<file path="src/rtl/vga_arb_pkg.sv">
// Shared encodings for the VGA WISHBONE arbiter: FSM states and one-hot grant codes.
package vga_arb_pkg;

   // The state encoding doubles as the one-hot grant pattern.
   typedef enum logic [1:0] {
      ARB_IDLE = 2'b00,
      ARB_GNT0 = 2'b01,
      ARB_GNT1 = 2'b10
   } arb_state_e;

   localparam logic [1:0] GNT_NONE = 2'b00;
   localparam logic [1:0] GNT_M0   = 2'b01;
   localparam logic [1:0] GNT_M1   = 2'b10;

endpackage

</file>
<file path="src/rtl/vga_arb_wdog.sv">
// Per-grant watchdog counter: clear, enable, terminal-count flag.
// tc_o flags the cycle whose enabled count brings the counter to all-ones,
// i.e. the (2^TO_W-1)th counted cycle since the last clear.
module vga_arb_wdog
   import vga_arb_pkg::*;
#(
   parameter int unsigned TO_W = 8
) (
   input  logic clk_i,
   input  logic nrst_i,
   input  logic clr_i,
   input  logic en_i,
   output logic tc_o
);

   localparam logic [TO_W-1:0] CntMax = '1;
   localparam logic [TO_W-1:0] CntPre = CntMax - TO_W'(1);

   logic [TO_W-1:0] cnt_q, cnt_d;

   // Next count: clear wins over enable.
   always_comb begin
      cnt_d = cnt_q;
      if (clr_i) begin
         cnt_d = '0;
      end else if (en_i) begin
         cnt_d = cnt_q + TO_W'(1);
      end
   end

   // Terminal count for the current counted cycle.
   always_comb begin
      tc_o = en_i & (cnt_q == CntPre);
   end

   // Counter register.
   always_ff @(posedge clk_i or negedge nrst_i) begin
      if (!nrst_i) begin
         cnt_q <= '0;
      end else begin
         cnt_q <= cnt_d;
      end
   end

endmodule

</file>
<file path="src/rtl/vga_wb_arbiter.sv">
// Two-master WISHBONE arbiter for the VGA core (frame fetch m0, secondary fetch m1).
// Cycle-locked grants with one idle cycle between owners and a per-grant watchdog.
// Optional build macro VGA_ARB_RR_EN: round-robin tie break instead of m0 priority.
module vga_wb_arbiter
   import vga_arb_pkg::*;
#(
   parameter int unsigned TO_W = 8
) (
   input  logic        clk_i,
   input  logic        nrst_i,
   input  logic        rst_i,
   input  logic        m0_cyc_i,
   input  logic        m0_stb_i,
   input  logic        m0_cab_i,
   input  logic        m0_we_i,
   input  logic [31:0] m0_adr_i,
   input  logic [3:0]  m0_sel_i,
   output logic        m0_ack_o,
   output logic        m0_err_o,
   input  logic        m1_cyc_i,
   input  logic        m1_stb_i,
   input  logic        m1_cab_i,
   input  logic        m1_we_i,
   input  logic [31:0] m1_adr_i,
   input  logic [3:0]  m1_sel_i,
   output logic        m1_ack_o,
   output logic        m1_err_o,
   output logic        cyc_o,
   output logic        stb_o,
   output logic        cab_o,
   output logic        we_o,
   output logic [31:0] adr_o,
   output logic [3:0]  sel_o,
   input  logic        ack_i,
   input  logic        err_i,
   input  logic [31:0] dat_i,
   output logic [1:0]  gnt_o,
   output logic        tmo_o
);

   arb_state_e state_q, state_d;
   // Set when a master was aborted by the watchdog while still holding cyc.
   logic       blk0_q, blk0_d;
   logic       blk1_q, blk1_d;
`ifdef VGA_ARB_RR_EN
   // 1 = m1 was served last; resets to m1 so m0 wins the first tie.
   logic       last1_q, last1_d;
`endif

   logic req0, req1;
   logic term;
   logic wd_clr, wd_en, wd_tc;
   logic fire;

   // Read data is fanned out to the masters outside this block.
   logic unused_dat;
   assign unused_dat = ^dat_i;

   // Shared bus mux driven from the registered owner.
   always_comb begin
      cyc_o = 1'b0;
      stb_o = 1'b0;
      cab_o = 1'b0;
      we_o  = 1'b0;
      adr_o = '0;
      sel_o = 4'b1111;
      gnt_o = GNT_NONE;
      case (state_q)
         ARB_GNT0: begin
            cyc_o = m0_cyc_i;
            stb_o = m0_stb_i;
            cab_o = m0_cab_i;
            we_o  = m0_we_i;
            adr_o = m0_adr_i;
            sel_o = m0_sel_i;
            gnt_o = GNT_M0;
         end
         ARB_GNT1: begin
            cyc_o = m1_cyc_i;
            stb_o = m1_stb_i;
            cab_o = m1_cab_i;
            we_o  = m1_we_i;
            adr_o = m1_adr_i;
            sel_o = m1_sel_i;
            gnt_o = GNT_M1;
         end
         default: ;
      endcase
   end

   // Watchdog control; a slave termination in the terminal cycle beats the timeout.
   always_comb begin
      term   = ack_i | err_i;
      wd_en  = (state_q != ARB_IDLE) & stb_o;
      wd_clr = (state_q == ARB_IDLE) | term | rst_i;
      fire   = wd_tc & ~term;
      tmo_o  = fire;
   end

   // Terminations go only to the owner.
   always_comb begin
      m0_ack_o = (state_q == ARB_GNT0) & ack_i;
      m0_err_o = (state_q == ARB_GNT0) & (err_i | fire);
      m1_ack_o = (state_q == ARB_GNT1) & ack_i;
      m1_err_o = (state_q == ARB_GNT1) & (err_i | fire);
   end

   // Next-state: grant from IDLE, release on cyc drop or watchdog abort.
   always_comb begin
      state_d = state_q;
      blk0_d  = blk0_q & m0_cyc_i;
      blk1_d  = blk1_q & m1_cyc_i;
`ifdef VGA_ARB_RR_EN
      last1_d = last1_q;
`endif
      req0 = m0_cyc_i & ~blk0_q;
      req1 = m1_cyc_i & ~blk1_q;
      case (state_q)
         ARB_IDLE: begin
            if (req0 && req1) begin
`ifdef VGA_ARB_RR_EN
               state_d = last1_q ? ARB_GNT0 : ARB_GNT1;
`else
               state_d = ARB_GNT0;
`endif
            end else if (req0) begin
               state_d = ARB_GNT0;
            end else if (req1) begin
               state_d = ARB_GNT1;
            end
`ifdef VGA_ARB_RR_EN
            if (state_d != ARB_IDLE) begin
               last1_d = (state_d == ARB_GNT1);
            end
`endif
         end
         ARB_GNT0: begin
            if (!m0_cyc_i) begin
               state_d = ARB_IDLE;
            end else if (fire) begin
               state_d = ARB_IDLE;
               blk0_d  = 1'b1;
            end
         end
         ARB_GNT1: begin
            if (!m1_cyc_i) begin
               state_d = ARB_IDLE;
            end else if (fire) begin
               state_d = ARB_IDLE;
               blk1_d  = 1'b1;
            end
         end
         default: state_d = ARB_IDLE;
      endcase
      // Synchronous reset has the same effect as nrst_i, taken at the edge.
      if (rst_i) begin
         state_d = ARB_IDLE;
         blk0_d  = 1'b0;
         blk1_d  = 1'b0;
`ifdef VGA_ARB_RR_EN
         last1_d = 1'b1;
`endif
      end
   end

   // Arbiter state registers.
   always_ff @(posedge clk_i or negedge nrst_i) begin
      if (!nrst_i) begin
         state_q <= ARB_IDLE;
         blk0_q  <= 1'b0;
         blk1_q  <= 1'b0;
`ifdef VGA_ARB_RR_EN
         last1_q <= 1'b1;
`endif
      end else begin
         state_q <= state_d;
         blk0_q  <= blk0_d;
         blk1_q  <= blk1_d;
`ifdef VGA_ARB_RR_EN
         last1_q <= last1_d;
`endif
      end
   end

   vga_arb_wdog #(
      .TO_W (TO_W)
   ) u_wdog (
      .clk_i  (clk_i),
      .nrst_i (nrst_i),
      .clr_i  (wd_clr),
      .en_i   (wd_en),
      .tc_o   (wd_tc)
   );

endmodule

</file>
<file path="config.mk">
export PLATFORM = sky130hd
export DESIGN_NAME = vga_wb_arbiter
export DESIGN_NICKNAME = d
export VERILOG_FILES = /design/src/rtl/vga_arb_pkg.sv /design/src/rtl/vga_arb_wdog.sv /design/src/rtl/vga_wb_arbiter.sv
export SDC_FILE = /design/constraint.sdc
export NUM_CORES = 1
export LEC_CHECK = 0
export ABC_AREA = 1
export CORE_MARGIN = 1.5
export CORE_UTILIZATION = 28
export CTS_BUF_LIST = sky130_fd_sc_hd__clkbuf_16
export CTS_CLUSTER_DIAMETER = 30
export CTS_CLUSTER_SIZE = 8
export DETAILED_ROUTE_END_ITERATION = 16
export PLACE_DENSITY = 0.83
export SYNTH_ARGS = -nofsm -noshare
export SYNTH_HDL_FRONTEND = slang
export SYNTH_SLANG_ARGS = --single-unit
</file>
<file path="constraint.sdc">
create_clock -name clk_i -period 1.9 [get_ports clk_i]
set_clock_uncertainty 0.15 [all_clocks]
set_input_delay 0.19 -clock clk_i [delete_from_list [all_inputs] [get_ports clk_i]]
set_output_delay 0.19 -clock clk_i [all_outputs]
set_load 0.02 [all_outputs]
</file>
==> metrics.md, run 1 <==
| Metric | Value |
|---|---|
| Status | complete, but fails checks |
| Violations in the final reports | negative setup slack |
| Slew of the pin with the lowest slew margin | 0.5884 ns |
| Crit path DAT | around 1.6 ns |
| Worst Reg2Reg Path Length in Cells | 10 |
| First-pass GRT wire length | roughly 9400 microns |
| Switching power | 0.5403 mW |
| Reg2Reg Capture Point | u_wdog.cnt_q[6] |
| Data required time of the worst path | 1.56 ns |
| ANT cells | 0 |
| Grt ovf | 0 |
| PwrDens | 472.3 nW/um^2 |
| Cells after synthesis | 246 |
| Initial DRC count | 48 |
| CP Class | flip-flop to output port |
| Critical Path End Type | output port |
| Leak | 1.436 nW |
| Via count | 2216 |
| Setup TNS | -0.4826 ns |
| Count leader, synth | nand2_1 |
| Clk pwr share | 25.0% |
| Stages on the worst setup path | 9 |
| Register area | 300.3 sq um |
| Routed wire length | about 6700 microns |
| Inst Count DP | 467 |
| Register area share after synthesis | 20.98% |
| I/O pin total | 164 |
| Delay-heaviest family, CP | simple AND/OR/NAND/NOR gates |
| RSZ-0062 raised after global routing | true |
| Starting density of the core | 29.71% |
| # hold bufs at CTS | 0 |
| Fill cells | 409 |
| Clk buf depth | 2 |
| CTS tree | built |
| CP Cell Sequence | inv_2 -> ha_4 -> nand2_1 -> nand2_2 -> nand3_4 -> nor2_4 -> nor2_4 -> nor2_1 -> buf_4 |
| DP Area | 3092 sq um |
| Fin. max-slew vios | 0 |
| Final #Nets | 537 |
| Fin crit share | 103.5% |
| EDFF count, synth | 0 |
| Die width | 74.50 microns |
| Slowest cell on the critical path | dfrtp_1 |
| H-Tree Level Count | 1 |
| Die height | ~75 microns |
| Core Util, Final | 67.77% |
| Asr flop ratio synth | between 90% and 100% |
| Synth area leaders | nand2_1 28%, dfrtp_1 21%, a21oi_1 13% |
| Sw frac | 35.04% |
| Worst Setup EP | m0_err_o |
| Final HPWL DP | 4910 microns |
| Max Cap Viol | 0 |
| Multi-input gate area | between 1000 and 1500 sq um |
| Post-synth top area share | 28.06% |
| Commonest cells post-synth | 107 x nand2_1, 37 x a21oi_1, 20 x inv_1 |
| P_int | between 1 and 1.5 mW |
| Gate power share | 57.9% |
| Fin cells | 477 |
| Total core area | 4817 sq um |
| ANT nets after route | 0 |
| Max VDD drop | around 0.31 mV |
| Ys flop type | dfrtp_1 |
| Initial antenna violation count | 0 |
| PortBufs | 131 |
| CTS clk-pin slew, worst paths | 0.04 ns |
| Final setup fails | 18 |
| Startpoint Class | flip-flop |
| Pre-antenna DRT Iters | 4 |
| Largest net degree at the start of global routing | 29 |
| Syn. warnings | 0 |
| Area grow syn2layout | 128.1% |
| GPL Wtd Cong | 0.7775 |
| Total CTS buffers | 3 |
| Number of global-route vias before repair | 1996 |
| Root Buffer | clkbuf_16 |
| Highest clock rate | 0.5084 GHz |
| Distinct cells, synth | 23 |
| Netlist Area Pre-Place | 1431 sq um |
| Total global-route track usage | 21.68% |
| Drt drc | 0 |
| Worst flop-to-flop path startpoint | state_q[0] |
| Syn_nets | 371 |
| WP buf/inv | 2 |
| Worst-skew pair later-pin latency | 0.24 ns |
| Clock Sinks | 12 |
| Worst path max stage delay | 0.40 ns |
| CP Max Fanout | 3 |
| R2r setup slk | 0.18 ns |
| Share of cells above drive strength 1 | a little under a third |
| Routed length per instance | ~14 microns |
| Area leader, netlist | nand2_1 |
| Min Tclk post-route | 1.967 ns |
| Crit path top cell by count | nor2_4 |
| Die area | approximately 5600 sq um |
| Sequential Power Share | 17.2% |
| Rows | 25 |
| Post-route cell area | ~3300 sq um |
| Final hold viol count | 0 |
| Post-synthesis average cell area | 5.819 sq um |
| Hold/Removal Path Class | primary input to asynchronous set/reset pin |
| Headroom to the max-slew limit | 60.65% |
| Setup crit start | state_q[0] |
| Hold Slack | 0.1739 ns |
| Vias/cell | 4.646 |
| PnR worst setup slack | -0.06683 ns |
| #FFs+latches synth | 12 |
[how the worst min path moves through the flow]
stage / startpoint / cells after the start / endpoint
after floorplan: nrst_i / 0 / blk0_q
after global placement: blk1_q / 2 / blk1_q
after detailed placement: blk1_q / 2 / blk1_q
after CTS: nrst_i / 1 / u_wdog.cnt_q[4]
after global routing: nrst_i / 1 / u_wdog.cnt_q[4]
final: nrst_i / 1 / u_wdog.cnt_q[4]
[sequential cells by signal, indices dropped and copies added, names as in the netlist]
signal	count
u_wdog.cnt_q	8
state_q	2
blk0_q	1
blk1_q	1
[cells in the final DEF, fill, tap and decap left out, drive strengths merged]
cell type,n
nor3,3
clkbuf,5
a221o,4
clkdlybuf4s50,84
dlygate4sd2,1
nand3,11
o21bai,3
clkdlybuf4s15,1
o21ai,4
inv,20
buf,88
dfrtp,12
nand4,3
nor2,14
a21oi,39
a21o,1
nand2,109
ha,8
[worst register-to-register path, cell delays in order, from the launching register on]
cell	delay [ns]
dfrtp_1	0.40
inv_2	0.12
ha_4	0.17
nand2_1	0.07
nand2_2	0.10
nand3_4	0.09
buf_4	0.17
nor2_2	0.13
nand3_1	0.09
nand2_1	0.07
nor2_1	0.05
[layout make-up]
cell class | instances | area share, %
repair buffers | 176 | 49.71
multi-input cells | 199 | 33.77
flip-flops and latches | 12 | 9.199
well taps | 67 | 2.568
inverters | 20 | 2.453
clock buffers | 3 | 2.300
[through the flow]
step | worst slack [ns] | total power [mW]
floorplan | -0.04220 | 0.6030
global placement | -0.3099 | 1.052
detailed placement | -0.3598 | 1.060
CTS | -0.07902 | 1.457
global route | -0.1572 | 1.623
finish | -0.06683 | 1.542
[power by group through the flow]
stage,logic [mW],clock network (mW),registers [mW]
6_report,0.892,0.385,0.265
5_1_grt,0.952,0.406,0.265
3_3_place_gp,0.785,0,0.268
4_1_cts,0.798,0.394,0.265
3_5_place_dp,0.791,0,0.268
2_1_floorplan,0.333,0,0.270
[cell families after synthesis]
group | after synthesis | share of synthesized area (%)
AND/OR/NAND/NOR | 140 | 41.26
adder cells (fa/ha/maj) | 8 | 6.993
buffers and inverters | 35 | 10.31
flip-flops | 12 | 20.98
AO/OA/AOI/OAI | 51 | 20.45
[repair_timing]
action                     in CTS  in global routing
resized for setup             218                 45
cloned                          0                  1
setup endpoints to repair      46                 46
setup buffers                   3                  3
pin swaps                       3                  8
[routing by layer]
layer  wire (microns)  GRT usage [%]
met1             2622          25.80
met2             3466          39.88
met3              514          4.336
met4               60          5.051
met5                0              0
Note: power is estimated with default switching activity, not from simulation.
==> run 2, diff against run 1 <==
--- a/config.mk
+++ b/config.mk
@@ -16,3 +16,4 @@
 export SYNTH_ARGS = -nofsm -noshare
 export SYNTH_HDL_FRONTEND = slang
 export SYNTH_SLANG_ARGS = --single-unit
+export TNS_END_PERCENT = 10
==> run 2 against run 1 <==
  * The flow still finishes with violations (negative setup slack)
  * Die area unchanged
  * Via count decreased by 1.1%
  * Total power decreased by 7.5%
  * Combinational power decreased by 13%
  * Utilization decreased by 4.3 points
  * Sequential power about the same
  * Hold slack got worse by 0.012 ns
  * First-iteration DRC count increased by 90%
  * Highest routed layer unchanged
  * Design area decreased by 6.3%
  * Register-to-register slack got worse by 0.08 ns
  * Count of clock-buffer cells in the layout unchanged
==> metrics.md, run 2 (same netlist as run 1, synthesis figures left out) <==
| Metric | Value |
|---|---|
| CP Max Fanout | 24 |
| Slowest cell on the critical path | dfrtp_1 |
| Setup TNS | -0.4875 ns |
| ANT nets after route | 0 |
| H-Tree Level Count | 1 |
| Total CTS buffers | 3 |
| Total global-route track usage | 20.90% |
| First-pass GRT wire length | 8990 microns |
| PwrDens | around 470 nW/um^2 |
| Crit path DAT | 1.65 ns |
| # hold bufs at CTS | 0 |
| Multi-input gate area | 1033 sq um |
| Highest clock rate | 0.5030 GHz |
| WP buf/inv | 3 |
| Area grow syn2layout | 113.6% |
| Fin crit share | 104.6% |
| Clock Sinks | 12 |
| Data required time of the worst path | ~1.6 ns |
| GPL Wtd Cong | 0.8740 |
| Total core area | 4817 sq um |
| PortBufs | 131 |
| Share of cells above drive strength 1 | 26.05% |
| Drt drc | 0 |
| ANT cells | 0 |
| Dpl ws | -0.3460 ns |
| PnR worst setup slack | -0.08792 ns |
| CP Class | flip-flop to output port |
| Post-route cell area | between 3000 and 4000 sq um |
| CTS tree | built |
| Final #Nets | 530 |
| Worst path max stage delay | 0.41 ns |
| Slew of the pin with the lowest slew margin | 0.5587 ns |
| Die area | approximately 5600 sq um |
| Clk buf depth | 2 |
| Critical Path End Type | output port |
| DP Area | 3054 sq um |
| Worst flop-to-flop path startpoint | state_q[1] |
| Die height | 74.50 microns |
| Inst Count DP | 464 |
| Routed length per instance | roughly 13 microns |
| Violations in the final reports | negative setup slack |
| Reg2Reg Capture Point | state_q[1] |
| Number of global-route vias before repair | around 2000 |
| Root Buffer | clkbuf_16 |
| Final setup fails | 7 |
| Commonest non-fill, non-tap cells in the layout | 106 x nand2_1, 84 x clkdlybuf4s50_1, 52 x buf_4 |
| Final hold viol count | 0 |
| Startpoint Class | flip-flop |
| Pre-antenna DRT Iters | 4 |
| RSZ-0062 raised after global routing | true |
| Largest net degree at the start of global routing | 25 |
| Most common cell after layout, fill and taps aside | nand2_1 |
| R2r setup slk | 0.10 ns |
| Fin. max-slew vios | 0 |
| Starting density of the core | 29.71% |
| Rows | 25 |
| Initial DRC count | 91 |
| Hold/Removal Path Class | primary input to asynchronous set/reset pin |
| Initial antenna violation count | 0 |
| Status | complete, but fails checks |
| Fill cells | 427 |
| Leak | 1.365 nW |
| Largest registers | u_wdog.cnt_q x8, state_q x2 |
| Min Tclk post-route | 1.988 ns |
| Headroom to the max-slew limit | 62.64% |
| Top reg by flops | u_wdog.cnt_q |
| Worst-skew pair later-pin latency | 0.24 ns |
| CP Cell Sequence | buf_6 -> ha_4 -> buf_12 -> a221o_1 -> buf_2 |
| Vias/cell | 4.664 |
| Max VDD drop | about 0.28 mV |
| Grt ovf | 0 |
| Final HPWL DP | 4918 microns |
| CTS clk-pin slew, worst paths | 0.04 ns |
| Core Util, Final | 63.48% |
| Delay-heaviest family, CP | buffers and inverters |
| Register area | around 300 sq um |
| Worst Reg2Reg Path Length in Cells | 11 |
| Max reg flops | 8 |
| I/O pin total | roughly 160 |
| Routed wire length | ~6300 microns |
| Die width | 74.50 microns |
| Max Cap Viol | 0 |
| Via count | 2192 |
| Fin cells | 470 |
==> run 2: cell count changes in the layout (fill, tap and decap cells not counted), sizes merged <==
cell	change
buf	-7
clkdlybuf4s15	-1
dlygate4sd2	+1
==> run 2: power by group <==
part / total, mW / switching [mW] / internal (mW)
Combinational: 0.774 / 0.381 / 0.393
Sequential: 0.265 / 0.00437 / 0.261
Clock: 0.386 / 0.112 / 0.274
==> run 2: repair_timing <==
action	in CTS	in global routing
setup endpoints to repair	47	35
buffers inserted	2	1
gates resized for setup	190	32
pin swaps	1	1
==> run 2: final cells by class <==
cell class                 count  area share (%)
tap                           67           2.741
timing repair buffer         169           48.73
clock buffer                   3           2.455
sequential                    12           9.820
multi-input combinational    199           33.80
inverter                      20           2.455
==> run 2: worst max-delay path by stage <==
stage                     startpoint       end  slack [ns]  cells after the start
after floorplan           state_q[0]  m0_err_o       -0.04                      9
after global placement    state_q[1]  m1_err_o       -0.29                      9
after detailed placement  state_q[1]  m0_err_o       -0.35                      9
after CTS                 state_q[1]  sel_o[2]       -0.06                      5
after global routing      state_q[1]  sel_o[3]       -0.13                      6
final                     state_q[1]  sel_o[2]       -0.09                      5
==> run 2: routing by layer <==
metal  GRT usage, %  wire length [microns]  vias to the layer above  part of all wire [%]
li1               -                      -                     1109                     -
met1          25.25                   2510                      986                    40
met2          37.40                   3253                       86                    51
met3          3.930                    459                       11                   7.3
met4          6.465                     94                        0                   1.5
met5              0                      0                        -                     0
==> run 2: per-stage QoR <==
stage	total power [mW]	hold WS (ns)
floorplan	0.5969	-0.2556
global placement	1.030	0.3641
detailed placement	1.037	0.3759
CTS	1.393	0.1855
global route	1.497	0.2165
finish	1.426	0.1620
